===== src/rtl/airplane_draw_ctrl.sv =====
// Sequencer for the 4x4 plane sprite: load, draw, hold, erase, move, repeat while go is high.
// State  | meaning
// IDLE   | waiting for go, all strobes low
// LOAD_D | load x/y/draw colour into the datapath
// DRAW   | 16 plot cycles in draw colour
// WAIT   | hold the drawn frame for FRAME_TICKS cycles
// LOAD_E | reload colour register with background
// ERASE  | 16 plot cycles in background colour
// UPDATE | apply up/down motion, decide on next frame
module airplane_draw_ctrl #(
  parameter logic [8:0]  X_START     = 9'd40,
  parameter logic [7:0]  Y_START     = 8'd56,
  parameter logic [7:0]  Y_MIN       = 8'd0,
  parameter logic [7:0]  Y_MAX       = 8'd116,
  parameter logic [7:0]  STEP        = 8'd1,
  parameter logic [2:0]  PLANE_COLOR = 3'b111,
  parameter logic [23:0] FRAME_TICKS = 24'd833333
) (
  input  logic       clk,
  input  logic       reset_n,
  input  logic       go,
  input  logic       up,
  input  logic       down,
  output logic       ld_x,
  output logic       ld_y,
  output logic       ld_color,
  output logic       dp_enable,
  output logic       plot,
  output logic [8:0] x_in,
  output logic [7:0] y_in,
  output logic [2:0] color_in,
  output logic       busy,
  output logic [7:0] plane_y
);

  typedef enum logic [2:0] {IDLE, LOAD_D, DRAW, WAIT, LOAD_E, ERASE, UPDATE} state_t;

  state_t      state, state_nxt;
  logic [3:0]  pix_cnt, pix_nxt;
  logic [23:0] tick_cnt, tick_nxt;
  logic [7:0]  plane_y_nxt;
  logic [8:0]  y_dec, y_inc;

  // 9-bit arithmetic so a borrow or carry past the 8-bit range is visible
  assign y_dec = {1'b0, plane_y} - {1'b0, STEP};
  assign y_inc = {1'b0, plane_y} + {1'b0, STEP};

  always_comb begin
    state_nxt   = state;
    pix_nxt     = pix_cnt;
    tick_nxt    = tick_cnt;
    plane_y_nxt = plane_y;
    case (state)
      IDLE:   if (go) state_nxt = LOAD_D;
      LOAD_D: state_nxt = DRAW;
      DRAW: begin
        pix_nxt = pix_cnt + 4'd1;
        if (pix_cnt == 4'd15) state_nxt = WAIT;
      end
      WAIT: begin
        if (tick_cnt == FRAME_TICKS - 24'd1) begin
          tick_nxt  = 24'd0;
          state_nxt = LOAD_E;
        end else begin
          tick_nxt = tick_cnt + 24'd1;
        end
      end
      LOAD_E: state_nxt = ERASE;
      ERASE: begin
        pix_nxt = pix_cnt + 4'd1;
        if (pix_cnt == 4'd15) state_nxt = UPDATE;
      end
      UPDATE: begin
        if (up && !down)
          plane_y_nxt = (y_dec[8] || (y_dec < {1'b0, Y_MIN})) ? Y_MIN : y_dec[7:0];
        else if (down && !up)
          plane_y_nxt = (y_inc > {1'b0, Y_MAX}) ? Y_MAX : y_inc[7:0];
        state_nxt = go ? LOAD_D : IDLE;
      end
      default: state_nxt = IDLE;
    endcase
  end

  // Outputs are decoded from the next state so they line up with the state register
  always_ff @(posedge clk or negedge reset_n) begin
    if (!reset_n) begin
      state     <= IDLE;
      pix_cnt   <= 4'd0;
      tick_cnt  <= 24'd0;
      plane_y   <= Y_START;
      ld_x      <= 1'b0;
      ld_y      <= 1'b0;
      ld_color  <= 1'b0;
      dp_enable <= 1'b0;
      plot      <= 1'b0;
      x_in      <= 9'd0;
      y_in      <= 8'd0;
      color_in  <= 3'd0;
      busy      <= 1'b0;
    end else begin
      state     <= state_nxt;
      pix_cnt   <= pix_nxt;
      tick_cnt  <= tick_nxt;
      plane_y   <= plane_y_nxt;
      ld_x      <= (state_nxt == LOAD_D);
      ld_y      <= (state_nxt == LOAD_D);
      ld_color  <= (state_nxt == LOAD_D) || (state_nxt == LOAD_E);
      dp_enable <= (state_nxt == DRAW) || (state_nxt == ERASE);
      plot      <= (state_nxt == DRAW) || (state_nxt == ERASE);
      busy      <= (state_nxt != IDLE);
      x_in      <= (state_nxt != IDLE) ? X_START : 9'd0;
      y_in      <= (state_nxt != IDLE) ? plane_y_nxt : 8'd0;
      color_in  <= (state_nxt == LOAD_D) ? PLANE_COLOR : 3'd0;
    end
  end

endmodule


===== config.mk =====
export PLATFORM = sky130hd
export DESIGN_NAME = airplane_draw_ctrl
export DESIGN_NICKNAME = d
export VERILOG_FILES = /design/src/rtl/airplane_draw_ctrl.sv
export SDC_FILE = /design/constraint.sdc
export NUM_CORES = 1
export LEC_CHECK = 0
export CORE_MARGIN = 2
export CORE_UTILIZATION = 40
export CTS_CLUSTER_DIAMETER = 30
export DETAILED_ROUTE_END_ITERATION = 10
export PLACE_DENSITY = 0.68
export SYNTH_ARGS = -nofsm -noshare
export SYNTH_HDL_FRONTEND = slang
export SYNTH_SLANG_ARGS = --single-unit

===== constraint.sdc =====
create_clock -name clk -period 3.4 [get_ports clk]
set_clock_uncertainty 0.2 [all_clocks]
set_input_delay 0.68 -clock clk [delete_from_list [all_inputs] [get_ports clk]]
set_output_delay 0.68 -clock clk [all_outputs]
set_load 0.1 [all_outputs]

==> impl_metrics.ini <==
[logic_synthesis]
seq_area_frac_synth_pct = 41.5
synth.avg_cell_area_um2 = 9.06
postSynth.asyncResetShare_pct = 100
synth_edf_count = 0
ys_seq_elements = 51
synthCells = 341
yosys_warnings = 0
synth_area_um2 = 3090
ys.flop_type = dfrtp_1
synth.distinct_cells = 63

[cells_and_area]
stdcell_area_um2 = 3390
syn_to_final_growth_pct = 9.72
final_layout_size_suffix_gt1_share_pct = 15.8
antenna_cells = 0
layout_common_cells = dfrtp_1 (48), nor2_1 (32), buf_4 (32), nand2_1 (28), o21ai_0 (25)
finalNetCount = 370
final_common_cell = dfrtp_1
nFillCells = 750
fin_cells = 462

[detailed_routing]
vias = 2469
wl_per_cell_um = 13.9
drcViolationCount = 0
ant_nets = 0
via_per_inst = 5.34
drt_iter0_markers = 208
wl_um = 6430
drt_first_pass_iters = 4

[global_route]
antenna_found_initial = 0
overflow = 0
grt_use_total_pct = 15.9
grt_pass1_vias = 2250
grt_pass1_wl_um = 10900
grt_max_degree = 36

[clocking]
cts_buffer_depth = 2
numCtsBuffers = 5
clk_latency_ns = 0.30
htreeDepth = 2
postCtsSetupRepairBufs = 0
hold_buffers = 0
cts_num_sinks = 51
path_clk_slew_ns = 0.09
ctsResizeCount = 0
cts_root_buffer = clkbuf_8
cts_tree = done

[sta]
fin_tns_setup_ns = 0
fin_crit_ns = 2.72
worst_pin_slew_ns = 0.641
finalSetupViolations = 0
hold_viol = 0
setup_ws_ns = 0.684
whs_ns = 0.0827
relSlewSlack_pct = 57.3
report.final.slew_viol_count = 0
fin_crit_sh_pct = 79.9
rsz0062_at_grt = no
fmax_mhz = 368

[min_path]
hold_path.class = input pin to async pin

[setup_path]
crit_chain = nand2_1, nor4_1, a211oi_1, or4_4, a311o_1, a21oi_2
path_buf_inv = 0
reg2reg_to = y_in[0]$_DFF_PN0_
cp_slowest_cell = dfrtp_1
cp_top_family = simple AND/OR/NAND/NOR gates
reg2reg_from = plane_y[2]$_DFF_PN0_
worstRegToRegCells = 6
cp_max_fo = 20
worst_setup_path_start_kind = flip-flop
r2r_slack_ns = 0.68
endpoint_kind = flip-flop
crit_type = flip-flop to flip-flop
critical_path.max_stage_delay_ns = 0.76
cp.required_ns = 3.43
critPathArrivalTime_ns = 2.75

[pwr]
p_per_area_nw_per_um2 = 315
leakage_nw = 1.53
ir_worst_vdd_mv = 0.167

[floorplan]
coreArea_um2 = 7610
dieArea_um2 = 8440
die_w_um = 91.9
rows = 32
start_util_pct = 40.6
chipHeight_um = 91.9
io_pins = 39

[placement]
gp_congestion = 0.846
place_area_um2 = 3310
place_hpwl_um = 4580
port_buffers = 31
dp_cells = 454
dp_slack_ns = 0.439

[run_status]
status = finished clean

[run]
maxCapViolCount = 0
==> final cells by class <==
| type | count | area (um^2) | area share [%] |
|---|---|---|---|
| multi-input cells | 255 | 1590 | 46.8 |
| flip-flops and latches | 51 | 1280 | 37.8 |
| repair buffers | 36 | 275 | 8.12 |
| well taps | 102 | 128 | 3.77 |
| clock buffers | 7 | 76.3 | 2.25 |
| inverters | 10 | 37.5 | 1.11 |
| clock inverters | 1 | 5.00 | 0.148 |
==> routing by layer <==
layer / routed length [um] / up-vias / GRT usage [%]
li1: - / 1227 / -
met5: 0 / - / 0
met3: 283 / 8 / 2.30
met1: 3250 / 1159 / 24.4
met2: 2780 / 75 / 23.0
met4: 111 / 0 / 5.35
==> cells by family after synthesis <==
kind of cell,count (synthesis),synth area share (%)
fa+ha+maj,7,2.76
buf+inv,41,7.90
compound gates,73,15.8
mux,3,1.01
flops,51,41.5
other cells,1,0.121
simple gates,143,24.7
xor+xnor,22,6.24
==> where the power goes <==
group	switching, mW	internal (mW)	total (mW)	leakage [nW]
combinational	0.0934	0.0217	0.115	0.814
clock	0.190	0.145	0.335	0.0422
sequential	0.00568	0.611	0.616	0.675
==> synthesized netlist by cell type (7+ instances only) <==
cell type	instances	area share [%]
nor3_1	8	1.3
xor2_1	11	3.1
dfrtp_1	48	39
o21ai_0	25	4.1
and3_1	8	1.6
nand2_1	28	3.4
a21oi_1	9	1.5
nand3_1	18	2.9
xnor2_1	11	3.1
nor2_1	32	3.9
and2_1	7	1.4
buf_4	16	3.9
inv_1	9	1.1
==> registers in the layout (all words and copies together), names as in the netlist <==
name,flops
tick_cnt,24
state,3
plot,1
color_in,1
pix_cnt,4
ld_color,1
plane_y,8
y_in,8
x_in,1
==> metrics by stage <==
step,util [%],power (mW)
after floorplan,-,0.720
after global placement,43.5,0.744
after detailed placement,43.5,0.744
after CTS,44.5,1.08
after global routing,44.5,1.12
final,44.5,1.07
==> worst max-delay path by stage <==
stage | cells after the start | startpoint | endpoint
finish | 6 | plane_y[2]$_DFF_PN0_ | y_in[0]$_DFF_PN0_
global route | 6 | plane_y[2]$_DFF_PN0_ | y_in[0]$_DFF_PN0_
CTS | 6 | plane_y[2]$_DFF_PN0_ | y_in[0]$_DFF_PN0_
detailed placement | 7 | down | y_in[0]$_DFF_PN0_
global placement | 7 | down | y_in[0]$_DFF_PN0_
floorplan | 7 | plane_y[1]$_DFF_PN0_ | y_in[0]$_DFF_PN0_
No activity file was read; power rests on OpenSTA's default activity.
